## src/rtl/tqvp_hx2003_pulse_receiver_if.sv

```systemverilog
`default_nettype none
// ============================================================================
// Module  : tqvp_hx2003_pulse_receiver_if
// Brief   : TinyQV peripheral bus bundle for the pulse receiver.
// Revision: 1.0
// ============================================================================
interface tqvp_hx2003_pulse_receiver_if;
  logic [5:0]  address;
  logic [31:0] data_in;
  logic [1:0]  data_write_n;
  logic [1:0]  data_read_n;
  logic [31:0] data_out;
  logic        data_ready;
  logic        user_interrupt;

  modport master (
    output address, data_in, data_write_n, data_read_n,
    input  data_out, data_ready, user_interrupt
  );

  modport slave (
    input  address, data_in, data_write_n, data_read_n,
    output data_out, data_ready, user_interrupt
  );
endinterface
`default_nettype wire

```

## src/rtl/tqvp_hx2003_pulse_receiver.sv

```systemverilog
`default_nettype none
// ============================================================================
// Module  : tqvp_hx2003_pulse_receiver
// Brief   : Captures a pulse train on one ui_in pin as packed 2-bit symbols.
// Revision: 1.0
// ============================================================================
module tqvp_hx2003_pulse_receiver #(
  parameter int NUM_DATA_REG = 8
) (
  input  logic       clk,
  input  logic       rst,
  input  logic [7:0] ui_in,
  output logic [7:0] uo_out,
  tqvp_hx2003_pulse_receiver_if.slave bus
);
  // Symbol count is reported in an 8-bit field, so NUM_DATA_REG is 2..8.
  localparam int         WORD_W    = $clog2(NUM_DATA_REG);
  localparam logic [7:0] SYM_TOTAL = 8'(NUM_DATA_REG * 16);

  localparam logic [1:0] S_IDLE    = 2'd0;
  localparam logic [1:0] S_ARMED   = 2'd1;
  localparam logic [1:0] S_CAPTURE = 2'd2;
  localparam logic [1:0] S_DONE    = 2'd3;

  logic [1:0]  state_q, state_d;
  logic        run_q, run_d;
  logic [3:0]  irq_stat_q, irq_stat_d;
  logic [3:0]  irq_en_q, irq_en_d;
  logic        invert_q, invert_d;
  logic        idle_lvl_q, idle_lvl_d;
  logic [2:0]  pin_sel_q, pin_sel_d;
  logic [7:0]  thr_lo_q, thr_lo_d;
  logic [7:0]  thr_hi_q, thr_hi_d;
  logic [7:0]  timeout_q, timeout_d;
  logic [3:0]  presc_q, presc_d;
  logic        level_q, level_d;
  logic [7:0]  count_q, count_d;
  logic [7:0]  duration_q, duration_d;
  logic [14:0] presc_cnt_q, presc_cnt_d;

  logic [31:0] sym_buf_q [NUM_DATA_REG];

  logic [3:0]  byte_en;
  logic        wr_reg0, wr_reg1;
  logic        pin_lvl, edge_det, tick_en, timeout_hit, is_long;
  logic [14:0] presc_mask;
  logic [7:0]  count_inc;
  logic [3:0]  irq_clr;
  logic        arm_go, start_go, sym_store, timeout_go;
  logic        ev_full, ev_half, ev_done;
  logic [WORD_W-1:0] buf_widx;
  logic [3:0]  buf_sidx;
  logic [1:0]  buf_wdata;
  logic [31:0] rdata;
  logic        unused_bits;

  always_comb begin
    byte_en = 4'b0000;
    case (bus.data_write_n)
      2'b00:   byte_en = 4'b0001;
      2'b01:   byte_en = 4'b0011;
      2'b10:   byte_en = 4'b1111;
      default: byte_en = 4'b0000;
    endcase
  end

  assign wr_reg0 = (bus.address == 6'h00);
  assign wr_reg1 = (bus.address == 6'h04);

  // Level is taken after inversion, so every comparison below is polarity-free.
  assign pin_lvl     = ui_in[pin_sel_q] ^ invert_q;
  assign edge_det    = (pin_lvl != level_q);
  assign presc_mask  = (15'd1 << presc_q) - 15'd1;
  assign tick_en     = (presc_cnt_q == presc_mask);
  assign timeout_hit = (level_q == idle_lvl_q) && (duration_q >= timeout_q);
  assign is_long     = level_q ? (duration_q > thr_hi_q) : (duration_q > thr_lo_q);
  assign count_inc   = count_q + 8'd1;

  always_ff @(posedge clk) begin
    if (rst) begin
      state_q <= S_IDLE;
    end else begin
      state_q <= state_d;
    end
  end

  always_comb begin
    state_d = state_q;
    case (state_q)
      S_IDLE: begin
        if (arm_go) state_d = S_ARMED;
      end
      S_ARMED: begin
        if (!run_q)        state_d = S_IDLE;
        else if (start_go) state_d = S_CAPTURE;
      end
      S_CAPTURE: begin
        if (!run_q)                      state_d = S_IDLE;
        else if (ev_full || timeout_go)  state_d = S_DONE;
      end
      default: state_d = S_IDLE;
    endcase
  end

  always_comb begin
    arm_go     = 1'b0;
    start_go   = 1'b0;
    sym_store  = 1'b0;
    timeout_go = 1'b0;
    ev_full    = 1'b0;
    ev_half    = 1'b0;
    ev_done    = 1'b0;
    case (state_q)
      S_IDLE:  arm_go   = run_q;
      S_ARMED: start_go = run_q && (pin_lvl != idle_lvl_q);
      S_CAPTURE: begin
        if (run_q) begin
          // An edge in the same cycle as a timeout stores its symbol instead.
          sym_store  = edge_det;
          timeout_go = !edge_det && timeout_hit;
          ev_full    = edge_det && (count_inc == SYM_TOTAL);
          ev_half    = edge_det && (count_q == 8'd63);
        end
      end
      default: ev_done = 1'b1;
    endcase
    uo_out = {5'b00000, level_q, (state_q == S_CAPTURE), 1'b0};
  end

  always_comb begin
    count_d     = count_q;
    duration_d  = duration_q;
    presc_cnt_d = presc_cnt_q;
    if (arm_go) begin
      count_d     = 8'd0;
      duration_d  = 8'd0;
      presc_cnt_d = 15'd0;
    end else if (start_go) begin
      duration_d  = 8'd0;
      presc_cnt_d = 15'd0;
    end else if (sym_store) begin
      count_d     = count_inc;
      duration_d  = 8'd0;
      presc_cnt_d = 15'd0;
    end else if ((state_q == S_CAPTURE) && run_q && !timeout_go) begin
      if (tick_en) begin
        presc_cnt_d = 15'd0;
        duration_d  = (duration_q == 8'hFF) ? 8'hFF : duration_q + 8'd1;
      end else begin
        presc_cnt_d = presc_cnt_q + 15'd1;
      end
    end
  end

  always_comb begin
    run_d      = run_q;
    irq_en_d   = irq_en_q;
    invert_d   = invert_q;
    idle_lvl_d = idle_lvl_q;
    pin_sel_d  = pin_sel_q;
    thr_lo_d   = thr_lo_q;
    thr_hi_d   = thr_hi_q;
    timeout_d  = timeout_q;
    presc_d    = presc_q;
    level_d    = pin_lvl;
    irq_clr    = 4'b0000;
    if (wr_reg0 && byte_en[0]) begin
      run_d   = bus.data_in[0];
      irq_clr = bus.data_in[4:1];
    end
    if (wr_reg0 && byte_en[1]) begin
      irq_en_d   = bus.data_in[11:8];
      invert_d   = bus.data_in[12];
      idle_lvl_d = bus.data_in[13];
    end
    if (wr_reg0 && byte_en[2]) pin_sel_d = bus.data_in[18:16];
    if (wr_reg1 && byte_en[0]) thr_lo_d  = bus.data_in[7:0];
    if (wr_reg1 && byte_en[1]) thr_hi_d  = bus.data_in[15:8];
    if (wr_reg1 && byte_en[2]) timeout_d = bus.data_in[23:16];
    if (wr_reg1 && byte_en[3]) presc_d   = bus.data_in[27:24];
    if (ev_done) run_d = 1'b0;
    // Hardware events are OR-ed in after the clear so they win a collision.
    irq_stat_d = (irq_stat_q & ~irq_clr) | {start_go, ev_half, ev_full, ev_done};
  end

  always_ff @(posedge clk) begin
    if (rst) begin
      run_q       <= 1'b0;
      irq_stat_q  <= 4'd0;
      irq_en_q    <= 4'd0;
      invert_q    <= 1'b0;
      idle_lvl_q  <= 1'b0;
      pin_sel_q   <= 3'd0;
      thr_lo_q    <= 8'd0;
      thr_hi_q    <= 8'd0;
      timeout_q   <= 8'd0;
      presc_q     <= 4'd0;
      level_q     <= 1'b0;
      count_q     <= 8'd0;
      duration_q  <= 8'd0;
      presc_cnt_q <= 15'd0;
    end else begin
      run_q       <= run_d;
      irq_stat_q  <= irq_stat_d;
      irq_en_q    <= irq_en_d;
      invert_q    <= invert_d;
      idle_lvl_q  <= idle_lvl_d;
      pin_sel_q   <= pin_sel_d;
      thr_lo_q    <= thr_lo_d;
      thr_hi_q    <= thr_hi_d;
      timeout_q   <= timeout_d;
      presc_q     <= presc_d;
      level_q     <= level_d;
      count_q     <= count_d;
      duration_q  <= duration_d;
      presc_cnt_q <= presc_cnt_d;
    end
  end

  assign buf_widx  = count_q[4 +: WORD_W];
  assign buf_sidx  = count_q[3:0];
  assign buf_wdata = {level_q, is_long};

  // Buffer has no reset: its contents are only meaningful below symbol_count.
  always_ff @(posedge clk) begin
    if (sym_store) sym_buf_q[buf_widx][{buf_sidx, 1'b0} +: 2] <= buf_wdata;
  end

  always_comb begin
    rdata = 32'd0;
    if (bus.address[5]) begin
      rdata = sym_buf_q[bus.address[2 +: WORD_W]];
    end else begin
      case (bus.address)
        6'h00: rdata = {13'd0, pin_sel_q, 2'b00, idle_lvl_q, invert_q, irq_en_q,
                        3'b000, irq_stat_q, run_q};
        6'h04: rdata = {4'd0, presc_q, timeout_q, thr_hi_q, thr_lo_q};
        6'h08: rdata = {14'd0, state_q, duration_q, count_q};
        default: rdata = 32'd0;
      endcase
    end
  end

  assign bus.data_out       = rdata;
  assign bus.data_ready     = 1'b1;
  assign bus.user_interrupt = |(irq_stat_q & irq_en_q);

  assign unused_bits = &{1'b0, bus.data_read_n, bus.data_in[31:28]};
endmodule
`default_nettype wire

```

## src/flat_wrapper.sv

```systemverilog
// flat-port wrapper written by rule: the top's interface ports become plain ports
module tqvp_hx2003_pulse_receiver_flat 
#(
  parameter int NUM_DATA_REG = 8
)
  (clk, rst, ui_in, uo_out, bus_address, bus_data_in, bus_data_write_n, bus_data_read_n, bus_data_out, bus_data_ready, bus_user_interrupt);
  tqvp_hx2003_pulse_receiver_if bus_i ();
  input  logic clk;
  input  logic rst;
  input  logic [7:0] ui_in;
  output logic [7:0] uo_out;
  input wire logic [$bits(bus_i.address)-1:0] bus_address;
  input wire logic [$bits(bus_i.data_in)-1:0] bus_data_in;
  input wire logic [$bits(bus_i.data_write_n)-1:0] bus_data_write_n;
  input wire logic [$bits(bus_i.data_read_n)-1:0] bus_data_read_n;
  output wire logic [$bits(bus_i.data_out)-1:0] bus_data_out;
  output wire logic [$bits(bus_i.data_ready)-1:0] bus_data_ready;
  output wire logic [$bits(bus_i.user_interrupt)-1:0] bus_user_interrupt;
  assign bus_i.address = bus_address;
  assign bus_i.data_in = bus_data_in;
  assign bus_i.data_write_n = bus_data_write_n;
  assign bus_i.data_read_n = bus_data_read_n;
  assign bus_data_out = bus_i.data_out;
  assign bus_data_ready = bus_i.data_ready;
  assign bus_user_interrupt = bus_i.user_interrupt;
  tqvp_hx2003_pulse_receiver #(.NUM_DATA_REG(NUM_DATA_REG)) u_core (.clk(clk), .rst(rst), .ui_in(ui_in), .uo_out(uo_out), .bus(bus_i));
endmodule
```

## config.mk

```make
export PLATFORM = sky130hd
export DESIGN_NAME = tqvp_hx2003_pulse_receiver_flat
export DESIGN_NICKNAME = d
export VERILOG_FILES = /design/src/rtl/tqvp_hx2003_pulse_receiver_if.sv /design/src/rtl/tqvp_hx2003_pulse_receiver.sv /design/src/flat_wrapper.sv
export SDC_FILE = /design/constraint.sdc
export NUM_CORES = 1
export LEC_CHECK = 0
export BUFFER_PORTS_ARGS = -buffer_cell sky130_fd_sc_hd__clkbuf_2
export CORE_MARGIN = 8
export CORE_UTILIZATION = 66
export DETAILED_ROUTE_END_ITERATION = 12
export HOLD_SLACK_MARGIN = 0.03
export PLACE_DENSITY_LB_ADDON = 0.1
export SYNTH_ARGS = -nofsm -noshare
export SYNTH_HDL_FRONTEND = slang
export SYNTH_SLANG_ARGS = --single-unit
```

## constraint.sdc

```tcl
create_clock -name clk -period 5.83 [get_ports clk]
set_input_delay 0.8745 -clock clk [delete_from_list [all_inputs] [get_ports clk]]
set_output_delay 0.8745 -clock clk [all_outputs]
set_load 0.05 [all_outputs]
```

==> impl_metrics.csv <==
group,metric,value,unit
logic_synthesis,synth-seq-cells,332,
worst_setup_path,worstPathCellList,"buf_4, buf_4, mux4_2, mux2_2, nand2_1, o21ai_0, clkbuf_2",
timing,period_needed,4330,ps
timing,rsz0062_at_grt,"false",
cts,cts_tree,"yes",
global_route,grt_pass1_vias,10645,
worst_setup_path,cpMostUsedCell,"buf_4",
worst_setup_path,end_kind,"output port",
logic_synthesis,synth_ff_type,"edfxtp_1",
route,wl_per_cell,22.6,microns
logic_synthesis,syn_inst,1310,
run_status,status,"finished, final reports clean",
cts,cts_root_buffer,"clkbuf_16",
worst_setup_path,r2r_end,"u_core.presc_cnt_q[11]$_SDFFE_PP0P_",
worst_setup_path,cp.required,4960,ps
timing,slew_headroom,0.237,
worst_setup_path,reg2reg_from,"u_core.presc_q[3]$_SDFFE_PP0P_",
global_route,grt.total_usage,0.264,
floorplanning,coreArea,24000,sq um
cts,htreeDepth,2,
logic_synthesis,yosysSeqAreaShare,0.576,
timing,finalSetupViolCount,0,
logic_synthesis,synth_edf_count,256,
cts,insertion_delay,520,ps
route,drcViolationCount,0,
worst_setup_path,cp_top_family,"buffers and inverters",
power,ir_drop,0.000252,V
worst_setup_path,reg2regPathDepth,9,
power,p_leak,6.08,nW
timing,fmax,0.231,GHz
placement,dp_hpwl,25800,microns
placement,numPlacedInstances,1640,
placement,gp_congestion,0.855,
finish,final_cells,1702,
timing,finalHoldViolCount,0,
worst_hold_path,whs_path_depth,2,
cts,holdBufCountCts,0,
finish,area_delta_synth_final,11.0,%
worst_setup_path,max_stage_delay,720,ps
power,p_per_area,287,nW/um^2
route,first_iter_violations,1289,
cts,post_cts_resized,0,
cts,cts_buffers,35,
global_route,grt_max_degree,69,
timing,period_share,0.743,
worst_setup_path,crit_buf_inv,3,
cts,cts.clk_slew.worst_paths,70,ps
cts,clock-sinks,332,
logic_synthesis,synth_area,16000,sq um
logic_synthesis,async_flop_share,0,
worst_setup_path,cp_data_arrival_time,3460,ps
floorplanning,start_util,0.665,
worst_setup_path,path_class,"in2out",
placement,placed_cell_area,16500,sq um
cts,clock_path_buffers,3,
route,viasPerCell,6.44,
worst_setup_path,worstSetupStartpoint,"bus_address[2]",
floorplanning,die-area,29400,sq um
floorplanning,fp.dieH,172,microns
timing,worst_slew_pin_slew,1150,ps
worst_hold_path,whs_endpoint,"u_core.timeout_q[7]$_SDFFE_PP0P_",
timing,tns,0,ps
finish,fin_area,17700,sq um
worst_setup_path,start_kind,"input pin",
timing,report.final.slew_viol_count,0,
logic_synthesis,ys_warn_count,0,
finish,final_cell_mix,"edfxtp_1 (256), nor2_1 (207), nand2_1 (92)",
worst_hold_path,hold_start,"u_core.timeout_q[7]$_SDFFE_PP0P_",
worst_setup_path,cp_slowest_cell,"buf_4",
placement,port_buffers,80,
route,ant_nets,0,
finish,final_common_cell,"edfxtp_1",
finish,fin_util,0.738,
finish,drive_gt1_frac,0.182,
logic_synthesis,synth.distinct_cells,76,
global_route,overflow,0,
worst_setup_path,cp_max_fo,55,
route,dr.pass1.iters,8,
route,num_vias,10969,
timing,fin_skew,20.7,ps
worst_hold_path,hold_class,"reg2reg",
floorplanning,rows,57,
cts,cts_setup_buffers,0,
floorplanning,die_w,172,microns
floorplanning,num_io_pins,94,
route,drt-total-wl,38500,microns
global_route,antenna_found_initial,1,
worst_setup_path,r2r_slack,1720,ps
global_route,grt_pass1_wl,59400,microns
job,cap_violations,0,
finish,num_antenna_cells,0,
finish,final_net_count,1438,
logic_synthesis,avgSynthCellArea,12.2,sq um
-- worst reg2reg max path, cell delays in order, from the launching register on --
cell and delay, ps:
dfxtp_1 790, nor3_1 220, nand2b_1 130, ha_1 600, nor4b_1 300, a221oi_1 100, or4_4 610, nor4b_4 600
a21o_1 540, a21oi_1 90
-- logic make-up after synthesis --
logic type | Yosys count | share of synthesized area
and+or+nand+nor | 476 | 0.141
DFF | 332 | 0.576
AOI/OAI and AO/OA | 179 | 0.0710
muxes | 142 | 0.141
buffers and inverters | 131 | 0.0349
adders and majority gates | 33 | 0.0258
xor gates and xnor gates | 15 | 0.00909
other | 2 | 0.000470
-- routing by layer --
layer / share of wire / up-vias / track usage
li1: - / 4958 / -
met1: 0.40 / 5376 / 0.355
met2: 0.48 / 542 / 0.430
met3: 0.097 / 93 / 0.0498
met4: 0.029 / 0 / 0.0881
met5: 0 / - / 0
-- how the worst max path moves through the flow --
| stage | slack (ps) | cells past startpoint | end |
|---|---|---|---|
| 4_1_cts | 1480 | 7 | bus_data_out[5] |
| 3_5_place_dp | 1500 | 7 | bus_data_out[11] |
| 2_1_floorplan | 1560 | 5 | bus_data_out[18] |
| 6_report | 1500 | 7 | bus_data_out[5] |
| 3_3_place_gp | 1520 | 7 | bus_data_out[11] |
| 5_1_grt | 1330 | 7 | bus_data_out[11] |
-- cell usage after synthesis (18+ instances only) --
master    count  area share
nand3_1      19      0.0060
nor3_1       40       0.013
mux2i_1      59       0.037
edfxtp_1    256        0.48
inv_1        35      0.0082
clkbuf_1     60       0.014
ha_1         33       0.026
o21ai_0      44       0.014
mux2_2       18       0.013
dfxtp_1      76       0.095
a21oi_1      59       0.018
nand2_1      92       0.022
nor2_1      207       0.049
mux4_2       64       0.090
-- where the power goes --
group	switching, mW	leakage [nW]	internal [mW]	total, mW
logic	0.134	2.36	0.0673	0.201
clock network	0.907	0.589	1.47	2.37
registers	0.00298	3.13	2.52	2.52
-- metrics by stage --
step / setup WS [ps] / power [mW] / hold slack (ps)
final: 1500 / 5.09 / 463
after detailed placement: 1500 / 2.77 / 453
after global routing: 1330 / 5.22 / 483
after CTS: 1480 / 5.11 / 463
after global placement: 1520 / 2.77 / 443
after floorplan: 1560 / 2.71 / 436
-- cell type report --
class                      count  area (sq um)
clock inverter                20           317
inverter                      36           135
clock buffer                  42           902
tap                          324           405
fill                        1600          6300
sequential                   332          9210
multi-input combinational    852          6240
timing repair buffer          96           526
-- sequential cells by signal, indices dropped and copies added, names as in the netlist --
register / count
u_core.count_q: 8
u_core.state_q: 2
u_core.level_q: 1
u_core.run_q: 1
u_core.thr_hi_q: 8
u_core.pin_sel_q: 3
u_core.presc_q: 4
u_core.presc_cnt_q: 15
u_core.irq_en_q: 4
u_core.sym_buf_q: 256
u_core.thr_lo_q: 8
u_core.duration_q: 8
u_core.invert_q: 1
u_core.irq_stat_q: 4
u_core.timeout_q: 8
u_core.idle_lvl_q: 1
Note: power is estimated with default switching activity, not from simulation.
